File: src/rtl/hs_req_tx_pkg.sv
// Shared definitions for the req/ack handshake CDC pair (transmitter and receiver side).
package hs_req_tx_pkg;

    typedef enum logic [1:0] {
        IDLE   = 2'd0,
        REQ_HI = 2'd1,
        REQ_LO = 2'd2
    } hs_state_e;

    localparam int SYNC_STAGES_DEF = 2;
    // Fewer than two flops gives no real metastability protection.
    localparam int SYNC_STAGES_MIN = 2;

endpackage

File: src/rtl/hs_req_tx_cdc_sync_bit.sv
// N-stage level synchroniser for one asynchronous bit, reset to 0.
module cdc_sync_bit
    import hs_req_tx_pkg::*;
#(
    parameter int STAGES = SYNC_STAGES_DEF
) (
    input  logic clk,
    input  logic rst_n,
    input  logic d_i,
    output logic q_o
);

    localparam int ST = (STAGES < SYNC_STAGES_MIN) ? SYNC_STAGES_MIN : STAGES;

    logic [ST-1:0] sync_q;

    always_ff @(posedge clk or negedge rst_n) begin
        if (!rst_n) sync_q <= '0;
        else        sync_q <= {sync_q[ST-2:0], d_i};
    end

    assign q_o = sync_q[ST-1];

endmodule

File: src/rtl/hs_req_tx.sv
// Source end of a 4-phase req/ack handshake: accepts a word, holds it on tx_data
// with req high, and completes the cycle from the synchronised ack.
module hs_req_tx
    import hs_req_tx_pkg::*;
#(
    parameter int DW          = 8,
    parameter int SYNC_STAGES = SYNC_STAGES_DEF,
    parameter int TIMEOUT_CYC = 1024,
    parameter int CW          = 11
) (
    input  logic          clk,
    input  logic          rst_n,
    input  logic          src_valid,
    input  logic [DW-1:0] src_data,
    output logic          src_ready,
    output logic          req,
    output logic [DW-1:0] tx_data,
    input  logic          ack_async,
    output logic          done,
    output logic          busy,
    input  logic          err_clr,
    output logic          timeout_err
);

    localparam logic [CW-1:0] TO_VAL = CW'(TIMEOUT_CYC);

    hs_state_e     state_q, state_d;
    logic          req_q, req_d;
    logic [DW-1:0] txd_q, txd_d;
    logic          done_q, done_d;
    logic [CW-1:0] cnt_q, cnt_d;
    logic          err_q, err_d;
    logic          ack_s;
    logic          accept;
    logic          timeout_hit;

    cdc_sync_bit #(.STAGES(SYNC_STAGES)) u_ack_sync (
        .clk   (clk),
        .rst_n (rst_n),
        .d_i   (ack_async),
        .q_o   (ack_s)
    );

    // Holding off while ack_s is high stops a stale ack from a previous
    // (possibly reset-interrupted) cycle completing a new handshake.
    assign src_ready   = (state_q == IDLE) && !ack_s;
    assign accept      = src_valid && src_ready;
    assign timeout_hit = (TIMEOUT_CYC != 0) && (cnt_q == TO_VAL);

    always_comb begin
        state_d = state_q;
        req_d   = req_q;
        txd_d   = txd_q;
        done_d  = 1'b0;
        cnt_d   = cnt_q;
        err_d   = err_q & ~err_clr;

        case (state_q)
            IDLE: begin
                if (accept) begin
                    txd_d   = src_data;
                    req_d   = 1'b1;
                    state_d = REQ_HI;
                end
            end
            REQ_HI: begin
                if (ack_s) begin
                    req_d   = 1'b0;
                    done_d  = 1'b1;
                    state_d = REQ_LO;
                end
            end
            REQ_LO: begin
                if (!ack_s) state_d = IDLE;
            end
            default: begin
                req_d   = 1'b0;
                state_d = IDLE;
            end
        endcase

        if (state_d != state_q)                      cnt_d = '0;
        else if (state_q != IDLE && cnt_q != '1)     cnt_d = cnt_q + 1'b1;

        // Set beats clear; the FSM keeps waiting regardless.
        if (timeout_hit) err_d = 1'b1;
    end

    always_ff @(posedge clk or negedge rst_n) begin
        if (!rst_n) begin
            state_q <= IDLE;
            req_q   <= 1'b0;
            txd_q   <= '0;
            done_q  <= 1'b0;
            cnt_q   <= '0;
            err_q   <= 1'b0;
        end else begin
            state_q <= state_d;
            req_q   <= req_d;
            txd_q   <= txd_d;
            done_q  <= done_d;
            cnt_q   <= cnt_d;
            err_q   <= err_d;
        end
    end

    assign req         = req_q;
    assign tx_data     = txd_q;
    assign done        = done_q;
    assign busy        = (state_q != IDLE);
    assign timeout_err = err_q;

endmodule
File: config.mk
export PLATFORM = sky130hd
export DESIGN_NAME = hs_req_tx
export DESIGN_NICKNAME = d
export VERILOG_FILES = /design/src/rtl/hs_req_tx_pkg.sv /design/src/rtl/hs_req_tx_cdc_sync_bit.sv /design/src/rtl/hs_req_tx.sv
export SDC_FILE = /design/constraint.sdc
export NUM_CORES = 1
export LEC_CHECK = 0
export ABC_AREA = 1
export CAP_MARGIN = 20
export CELL_PAD_IN_SITES_DETAIL_PLACEMENT = 2
export CELL_PAD_IN_SITES_GLOBAL_PLACEMENT = 2
export CORE_MARGIN = 3
export CORE_UTILIZATION = 33
export CTS_CLUSTER_SIZE = 8
export DETAILED_ROUTE_END_ITERATION = 10
export PLACE_DENSITY = 0.82
export SYNTH_ARGS = -nofsm -noshare
export SYNTH_HDL_FRONTEND = slang
export SYNTH_SLANG_ARGS = --single-unit
File: constraint.sdc
create_clock -name clk -period 2.2 [get_ports clk]
set_input_delay 0.22 -clock clk [delete_from_list [all_inputs] [get_ports clk]]
set_output_delay 0.22 -clock clk [all_outputs]
set_load 0.02 [all_outputs]
**Word level (Yosys, flattened, before mapping)**

Index checks and enable logic that the tools add are counted.

- Add/sub/neg operators: 1
- Eq/ne operators: 7
- Mux-type cells: 12
- Bitwise operators: 3
- Reduce and logical (&&, ||, !) cells: 9

Operator list:

| cell | count |
|---|---|
| 11-bit 2-to-1 mux | 2 |
| 11-bit by 1-bit adder with 11-bit output (second input constant) | 1 |
| 11-bit == test (second input constant) | 1 |
| 11-bit inequality test (second input constant) | 1 |
| 2-bit 2-to-1 mux | 3 |
| 2-bit case mux with 3 select lines | 1 |
| 1-bit 2-to-1 mux | 5 |
| 2-bit nonzero test | 2 |
| 1-bit logical AND | 3 |
| 1-bit case mux with 3 select lines | 1 |
| 3-bit AND reduction | 1 |
| 2-bit by 1-bit == test with 1-bit output (second input constant) | 1 |
| 2-bit == test (second input constant) | 1 |
| 2-bit logical NOT | 1 |
| 2-bit by 1-bit inequality test with 1-bit output (second input constant) | 1 |
| 2-bit inequality test | 1 |
| 2-bit inequality test (second input constant) | 1 |
| 1-bit NOT | 2 |
| 2-bit AND reduction | 1 |
| 1-bit bitwise AND | 1 |
| 1-bit logical NOT | 1 |

- Flip-flop bits (word level): 26
- Input bits: 13
- Output and inout port bits: 13
- Word-level logic and storage cells: 39

**Depth between registers and ports, before layout**

Gate-level depths: netlist of run 1.

- Depth after elaboration: 7
- Depth in mapped cells: 10
- Mapped depth without buffers: 9

**Hierarchy**

From an unflattened synthesis of run 1, not the netlist that was laid out.

- Cell total of the unflattened synthesis: 155
- Area total of the unflattened synthesis: 1,348.8 µm²

By module, submodules not included:

| module | times used | cells each | area each (µm²) | sequential area each (µm²) |
|---|---|---|---|---|
| hs_req_tx | 1 | 153 | 1,298.7 | 600.6 |
| cdc_sync_bit | 1 | 2 | 50.0 | 50.0 |

**Worst setup path before layout of run 1**

Ideal clock, no wire load.

- Path kind: flip-flop to flip-flop
- Start point: register cnt_q[0]
- End point: register cnt_q[9]
- Setup time: 115 ps
- Arrival: 1,300 ps
- Required time: 2,085 ps
- Slack: 785 ps
- Stages on the path, launching flop included: 10
- Path buffers: 1
- Clock period less this slack: 1,415 ps
- Path through: dfrtp_1 -> ha_1 -> inv_1 -> nor2_4 -> nand3_4 -> nand2_4 -> nand2_4 -> buf_6 -> nand3_2 -> nand2_2

- Longest elaborated chain between the ends: 3
- Elaborated cells on any way between the ends: 6
- Classes of those cells: add/sub: 1; eq/ne: 1; mux: 2; reduce/logical: 2

RTL lines:

| element | RTL line | RTL |
|---|---|---|
| start, declared | hs_req_tx.sv:31 | `logic [CW-1:0] cnt_q, cnt_d;` |
| start signal, assigned | hs_req_tx.sv:102 | `cnt_q <= cnt_d;` |
| 11-bit by 1-bit adder with 11-bit output or 11-bit inequality test (tied branches) | hs_req_tx.sv:83 | `else if (state_q != IDLE && cnt_q != '1) cnt_d = cnt_q + 1'b1;` |
| 11-bit 2-to-1 mux or 1-bit logical AND (tied branches) | hs_req_tx.sv:83 |  |
| 11-bit 2-to-1 mux or 2-bit nonzero test (tied branches) | n/a |  |

Several ways; a longest one is shown, not always the timed one. The select of a mux whose other input is x is not followed.
A chain may end at the register's enable or synchronous reset.

**Final worst setup path of run 1**

- Start point: register state_q[1]
- End point: output port src_ready

- Longest elaborated chain between the ends: 2

RTL lines:

| element | RTL line | RTL |
|---|---|---|
| start, declared | hs_req_tx.sv:27 | `hs_state_e state_q, state_d;` |
| start signal, assigned | hs_req_tx.sv:98 | `state_q <= state_d;` |
| 2-bit logical NOT | hs_req_tx.sv:46 | `assign src_ready = (state_q == IDLE) && !ack_s;` |
| 1-bit logical AND | hs_req_tx.sv:46 |  |
| end, declared | hs_req_tx.sv:15 | `output logic src_ready,` |

No other way between the ends.

==> flow_metrics.tcl, run 1 <==
set metrics [dict create \
    hpwlAfterDp_um 3020 \
    yosysWarnings 0 \
    yosysSeqAreaShare_pct 46.9 \
    timing.fmax_mhz 516 \
    crit_slowest_cell "clkdlybuf4s50_1" \
    numCtsBuffers 3 \
    path_cells "inv_1 > nand2_1 > nor2_1 > clkdlybuf4s50_1" \
    worstPathArrival_ns 1.72 \
    syn_area_mm2 0.00139 \
    final_cell_mix "nand2_1, dfrtp_1, clkdlybuf4s50_1" \
    drtAntennaViolNets 0 \
    cts_num_sinks 26 \
    viasPerCell 4.99 \
    drive_above_1_share_pct 16.8 \
    core-area_mm2 0.00385 \
    start_util_pct 36.0 \
    r2r_setup_slack_ns 0.56 \
    holdBufCountCts 0 \
    fin_setup_tns_ns 0 \
    synth_nets 172 \
    syn2layout_area_growth_pct 26.1 \
    tightest_slew_ns 0.384 \
    peakVddDrop_mv 0.497 \
    period_share_pct 88.0 \
    routedWlPerCell_um 17.8 \
    yosysUniqueCellTypes 27 \
    rsz0062_at_grt "false" \
    synth_area_leaders "dfrtp_1, nand2_1, mux2_2" \
    path_delay_family "buffers and inverters" \
    hp-class "in2async" \
    cts_buffer_depth 2 \
    dp_cells 228 \
    synth_largest_area_cell "dfrtp_1" \
    num_vias 1158 \
    wl_um 4120 \
    first_iter_violations 35 \
    drt_first_pass_iters 4 \
    io_buffers 25 \
    reg2reg_depth 8 \
    crit_required_ns 1.98 \
    worstSetupStartpointType "flop" \
    clock_latency_ns 0.28 \
    num-nets-final 200 \
    cp.depth 4 \
    grt_max_degree 27 \
    slew_headroom_pct 74.3 \
    leakage_nw 0.813 \
    route.detailed.drc 0 \
    num_rows 22 \
    worst-path-buf-inv 2 \
    powerDensity_mw_per_mm2 826 \
    r2r_end "cnt_q[6]" \
    cts_resized 0 \
    io_pins 26 \
    synth_top_area_share_pct 46.9 \
    final_common_cell "nand2_1" \
    ys_ff_latch 26 \
    grt_pass1_wl_um 6840 \
    cap_violations 0 \
    grt_use_total_pct 17.7 \
    setup_viol 0 \
    finalNonFillerCells 232 \
    clkTransAtPathRegs_ns 0.10 \
    fin_skew_ns 0.00748 \
    finalHoldViolations 0 \
    end_kind "output pin" \
    grt_pass1_vias 1318 \
    dieWidth_um 70.8 \
    syn_avg_cell_area_um2 8.84 \
    path_class "reg2out" \
    outcome "finished, final reports clean" \
    layout_min_cycle_time_ns 1.94 \
    cts_tree "yes" \
    grt_overflow 0 \
    worst_path_largest_cell_delay_ns 0.61 \
    critical_path_peak_fanout 5 \
    antenna_found_initial 0 \
    cts-root-buf "clkbuf_8" \
    dieArea_mm2 0.00502 \
    fp.dieH_um 70.8 \
    synth_cells 157 \
    slew_violations 0 \
    place_congestion 0.783 \
    fin_hold_ws_ns 0.305 \
    r2r_start "cnt_q[0]" \
    htreeDepth 1 \
    diodes 0 \
    post_cts_buffers 0 \
]
metal layers:
| layer | GRT usage, % | up-vias | routed length, µm |
|---|---|---|---|
| met5 | 0 | - | 0 |
| met3 | 2.98 | 4 | 95 |
| met2 | 31.2 | 12 | 2210 |
| met1 | 21.3 | 587 | 1760 |
| met4 | 6.89 | 0 | 65 |
| li1 | - | 555 | - |
logic make-up (layout without fill, tap and decap cells):
family | count (synthesis) | count (layout) | share of synthesized area [%]
AOI/OAI and AO/OA | 5 | 5 | 2.34
xor gates and xnor gates | 3 | 3 | 1.89
DFF | 26 | 26 | 46.9
buffers and inverters | 19 | 46 | 6.22
muxes | 8 | 8 | 6.49
adders and majority gates | 2 | 2 | 1.80
and+or+nand+nor | 94 | 94 | 34.4
registers in the layout, summed over array words and instances (netlist names):
signal / flops
u_ack_sync.sync_q: 2
cnt_q: 11
req: 1
done: 1
tx_data: 8
state_q: 2
timeout_err: 1
worst reg2reg max path: stages (launching register included):
cell and delay, ns:
dfrtp_1 0.45, ha_1 0.25, inv_1 0.09, nor2_4 0.18, nand3_4 0.09, nand2_4 0.15
nand2_4 0.15, nand2_1 0.13, o21ai_2 0.05
Yosys cell counts:
| cell type | number |
|---|---|
| nand2_1 | 41 |
| dfrtp_1 | 26 |
| nor2_1 | 17 |
| nand3_1 | 16 |
| inv_1 | 14 |
| mux2_2 | 8 |
| nand2_2 | 5 |
| nand3_2 | 4 |
| nand4_1 | 3 |
| buf_4 | 2 |
| ha_1 | 2 |
| inv_2 | 2 |
| nand2_4 | 2 |
| xor2_1 | 2 |
| a21oi_1 | 1 |
| and3_1 | 1 |
| buf_6 | 1 |
| nand3_4 | 1 |
| nor2_2 | 1 |
| nor2_4 | 1 |
| nor2_8 | 1 |
| nor3_1 | 1 |
| o21a_1 | 1 |
| o21ai_0 | 1 |
| o21ai_2 | 1 |
| o22ai_1 | 1 |
| xnor2_1 | 1 |
worst max-delay path by stage:
stage | startpoint | to
finish | state_q[1] | src_ready
global route | state_q[1] | src_ready
CTS | state_q[0] | src_ready
detailed placement | src_valid | cnt_q[6]
global placement | src_valid | cnt_q[6]
floorplan | cnt_q[0] | cnt_q[9]
final cells by class:
class,instances,area [µm²]
tap,48,60.1
multi-input combinational,112,651
sequential,26,651
clock inverter,1,30.0
fill,438,2100
timing repair buffer,26,258
inverter,16,60.1
clock buffer,3,41.3
power by group:
group | switching (W) | internal, W
clock network | 0.000164 | 0.000244
registers | 0.0000674 | 0.000548
logic | 0.000235 | 0.000189
total | 0.000466 | 0.000981
through the flow:
step	total power, W	setup slack, ns	utilization [%]	cell area (µm²)
after floorplan	0.000854	0.785	-	1390
after global placement	0.00102	0.579	43.6	1680
after detailed placement	0.00105	0.405	43.6	1680
after CTS	0.00146	0.246	45.4	1750
after global routing	0.00152	0.148	45.4	1750
final	0.00145	0.264	45.4	1750
Power figures use the tool's default switching activity.
==> run 2, diff against run 1 <==
==> constraint.sdc (replaced) <==
create_clock -name clk -period 2.2 [get_ports clk]
set_input_delay 0.22 -clock clk [delete_from_list [all_inputs] [get_ports clk]]
set_output_delay 0.22 -clock clk [all_outputs]
set_load 0.1 [all_outputs]
==> flow_metrics.tcl, run 2 (synthesized netlist as in run 1, its figures left out) <==
set metrics [dict create \
    first_iter_violations 41 \
    critical_path_peak_fanout 5 \
    end_kind "output pin" \
    fp.dieH_um 70.8 \
    crit_required_ns 1.98 \
    path_class "reg2out" \
    io_buffers 25 \
    core-area_mm2 0.00385 \
    num_vias 1143 \
    slew_violations 0 \
    post_cts_buffers 0 \
    start_util_pct 36.0 \
    drt_first_pass_iters 4 \
    cts_buffer_depth 2 \
    postPlaceCellArea_mm2 0.00165 \
    diodes 0 \
    p_switching_w 0.000739 \
    clkPwrFrac_pct 16.9 \
    fillers 453 \
    clkTransAtPathRegs_ns 0.09 \
    cap_violations 0 \
    dieWidth_um 70.8 \
    cts_num_sinks 26 \
    finalHoldViolations 0 \
    numCtsBuffers 3 \
    wl_um 3980 \
    peakVddDrop_mv 0.621 \
    swShare_pct 46.8 \
    num_rows 22 \
    internal-power_w 0.000841 \
    drtAntennaViolNets 0 \
    outcome "finished, final reports clean" \
    largest_reg_flops 11 \
    setup_viol 0 \
    routedWlPerCell_um 17.2 \
    power.total_w 0.00158 \
    io_pins 26 \
    hp-class "in2async" \
    grt_pass1_wl_um 6560 \
    htreeDepth 1 \
    viasPerCell 4.95 \
    fin_setup_tns_ns 0 \
    grt_pass1_vias 1279 \
    grt_overflow 0 \
    syn2layout_area_growth_pct 22.2 \
    leakage_nw 0.814 \
    cts_resized 0 \
    final_cell_mix "nand2_1, dfrtp_1, nor2_1, nand3_1" \
    slew_headroom_pct 73.2 \
    pwr-share-comb_pct 43.8 \
    regArea_um2 651 \
    period_share_pct 74.1 \
    drive_above_1_share_pct 24.0 \
    dieArea_mm2 0.00502 \
    cts_tree "yes" \
    seqPwrFrac_pct 39.3 \
    final_cell_area_mm2 0.00170 \
    clock_latency_ns 0.27 \
    cts-root-buf "clkbuf_8" \
    worstPathArrival_ns 1.41 \
    fin_skew_ns 0.0100 \
    rsz0062_at_grt "false" \
    fin_hold_ws_ns 0.316 \
    timing.fmax_mhz 614 \
    largest-register "cnt_q" \
    worstSetupStartpointType "flop" \
    hpwlAfterDp_um 3160 \
    route.detailed.drc 0 \
    layout_min_cycle_time_ns 1.63 \
    grt_use_total_pct 16.9 \
    powerDensity_mw_per_mm2 932 \
    final_common_cell "nand2_1" \
    place_congestion 0.879 \
    antenna_found_initial 0 \
    holdBufCountCts 0 \
    multiInputGateArea_um2 658 \
    tightest_slew_ns 0.401 \
    num-nets-final 200 \
    grt_max_degree 27 \
]
[run 2: changes by cell type in the layout (fill, tap and decap cells not counted), sizes merged]
cell	delta
buf	+13
bufinv	-1
clkdlybuf4s50	-13
[run 2: power by group through the flow]
stage	combinational, W	clock [W]	sequential, W
final	0.000691	0.000268	0.000621
after global routing	0.000729	0.000299	0.000637
after CTS	0.000701	0.000277	0.000623
after detailed placement	0.000698	0	0.000631
after global placement	0.000679	0	0.000623
after floorplan	0.000223	0	0.000922
[run 2: cell type report]
class | instances | share of cell area (%)
Clock buffer | 3 | 2.44
Multi-Input combinational cell | 112 | 38.8
Sequential cell | 26 | 38.4
Inverter | 16 | 3.54
Tap cell | 48 | 3.54
Timing Repair Buffer | 26 | 13.3
[run 2: metal layers]
metal  track usage [%]  wire (µm)  vias up
li1                  -          -      552
met5                 0          0        -
met1              18.7       1610      578
met3              3.55         90        2
met4              3.76         29        0
met2              32.7       2250       11
[run 2: critical path, stage by stage, from the launching register on]
cell	delay, ns
dfrtp_1	0.42
inv_1	0.09
nand2_1	0.20
nor2_4	0.13
buf_4	0.29
[run 2: per-stage QoR]
stage,std cells,setup slack [ns],util (%)
floorplan,157,0.105,-
global placement,228,0.564,42.9
detailed placement,228,0.459,42.9
CTS,231,0.541,44.0
global route,231,0.454,44.0
finish,231,0.570,44.0
[run 2: final timing paths]
path / start / endpoint / slack, ns / depth (start not counted)
max: state_q[1] / src_ready / 0.57 / 4
min: rst_n / req / 0.32 / 2
max reg2reg: cnt_q[0] / cnt_q[6] / 0.58 / 8
min reg2reg: u_ack_sync.sync_q[0] / u_ack_sync.sync_q[1] / 0.36 / 0
max in group asynchronous: rst_n / cnt_q[2] / 1.62 / 2
min in group clk: u_ack_sync.sync_q[0] / u_ack_sync.sync_q[1] / 0.36 / 0
==> run 3, diff against run 2 <==
Settings changed: CORE_UTILIZATION 33 to 30, PLACE_DENSITY 0.82 to 0.76.
Clock period 2.2 ns to 1.65 ns, I/O delays scaled along.
==> flow_metrics.tcl, run 3 (synthesized netlist as in run 1, its figures left out) <==
set metrics [dict create \
    path_cells "ha_1 > inv_1 > nor2_4 > nand3_4 > nand2_4 > nand2_4 > nand2_1 > o21ai_2" \
    outcome "finished, final reports clean" \
    p_switching_w 0.00105 \
    reg2reg_depth 8 \
    end_kind "flop" \
    grt_overflow 0 \
    clock_latency_ns 0.28 \
    cp.depth 8 \
    setup_viol 0 \
    pwr-share-comb_pct 47.6 \
    worst_path_most_repeated_cell "nand2_4" \
    largest-register "cnt_q" \
    fp.dieH_um 74.0 \
    syn2layout_area_growth_pct 38.1 \
    cts_buffer_depth 2 \
    path_class "reg2reg" \
    core-area_mm2 0.00441 \
    swShare_pct 43.4 \
    grt_max_degree 27 \
    worstSetupStartpointType "flop" \
    grt_pass1_vias 1356 \
    final_cell_mix "nand2_1, dfrtp_1, nor2_1, nand3_1, inv_1" \
    clkPwrFrac_pct 17.6 \
    r2r_start "cnt_q[0]" \
    hp-class "in2async" \
    route.detailed.drc 0 \
    htreeDepth 1 \
    place_congestion 0.758 \
    cap_violations 0 \
    num_rows 24 \
    peakVddDrop_mv 0.746 \
    r2r_end "cnt_q[6]" \
    cts_tree "yes" \
    routedWlPerCell_um 16.2 \
    holdBufCountCts 0 \
    wl_um 3910 \
    internal-power_w 0.00136 \
    drtAntennaViolNets 0 \
    start_util_pct 31.4 \
    num-nets-final 205 \
    worstPathArrival_ns 1.68 \
    finalHoldViolations 0 \
    largest_reg_flops 11 \
    fin_skew_ns 0.00153 \
    viasPerCell 4.90 \
    cts_num_sinks 26 \
    num_vias 1182 \
    slew_headroom_pct 74.8 \
    drive_above_1_share_pct 27.0 \
    slew_violations 0 \
    r2r_setup_slack_ns 0.14 \
    rsz0062_at_grt "false" \
    cts-root-buf "clkbuf_8" \
    worst-path-buf-inv 1 \
    powerDensity_mw_per_mm2 1260 \
    dieWidth_um 74.0 \
    io_pins 26 \
    dieArea_mm2 0.00548 \
    clkTransAtPathRegs_ns 0.09 \
    layout_min_cycle_time_ns 1.51 \
    timing.fmax_mhz 664 \
    antenna_found_initial 0 \
    crit_slowest_cell "dfrtp_1" \
    diodes 0 \
    first_iter_violations 27 \
    crit_end "cnt_q[6]" \
    seqPwrFrac_pct 34.8 \
    post-route-util_pct 43.4 \
    path_delay_family "simple AND/OR/NAND/NOR gates" \
    cts_resized 0 \
    grt_use_total_pct 16.8 \
    critical_path_peak_fanout 11 \
    worst_path_largest_cell_delay_ns 0.38 \
    post_cts_buffers 0 \
    leakage_nw 0.901 \
    drt_first_pass_iters 3 \
    hpwlAfterDp_um 3070 \
    crit_start "cnt_q[0]" \
    numCtsBuffers 3 \
    final_common_cell "nand2_1" \
    fin_setup_tns_ns 0 \
    tightest_slew_ns 0.377 \
    grt_pass1_wl_um 6960 \
    period_share_pct 91.2 \
    io_buffers 25 \
    crit_required_ns 1.83 \
]
## run 3: power groups by stage
| stage | combinational [W] | sequential [W] | clock (W) |
|---|---|---|---|
| floorplan | 0.000298 | 0.00123 | 0 |
| global placement | 0.00113 | 0.000840 | 0 |
| detailed placement | 0.00116 | 0.000850 | 0 |
| CTS | 0.00116 | 0.000840 | 0.000445 |
| global route | 0.00121 | 0.000857 | 0.000472 |
| finish | 0.00115 | 0.000839 | 0.000424 |
## run 3: metrics by stage
step / power (W) / hold WS, ns / setup slack, ns / cell area [µm²] / std cells
floorplan: 0.00153 / -0.131 / 0.00257 / 1400 / 157
global route: 0.00254 / 0.302 / 0.0197 / 1920 / 241
finish: 0.00241 / 0.280 / 0.145 / 1920 / 241
CTS: 0.00245 / 0.288 / 0.111 / 1920 / 241
detailed placement: 0.00201 / 0.357 / 0.0843 / 1860 / 237
global placement: 0.00197 / 0.333 / 0.157 / 1860 / 237
## run 3: per-layer routing
metal | up-vias | track usage [%] | wire length (µm)
li1 | 566 | - | -
met1 | 581 | 20.8 | 1650
met2 | 27 | 28.0 | 2000
met3 | 8 | 5.14 | 192
met4 | 0 | 5.84 | 72
met5 | - | 0 | 0
## run 3: area by class of cell
class                   instances  area (µm²)
inverters                      16        60.1
flip-flops and latches         26         651
clock buffers                   4        55.1
multi-input cells             112         661
repair buffers                 31         425
fillers                       474        2500
well taps                      52        65.1
## run 3: how the worst min path moves through the flow
stage / endpoint / slack (ns) / cells past startpoint
final: done / 0.28 / 2
after global routing: cnt_q[5] / 0.30 / 2
after CTS: cnt_q[6] / 0.29 / 2
after global placement: u_ack_sync.sync_q[1] / 0.33 / 0
after floorplan: cnt_q[0] / -0.13 / 0
after detailed placement: u_ack_sync.sync_q[1] / 0.36 / 0
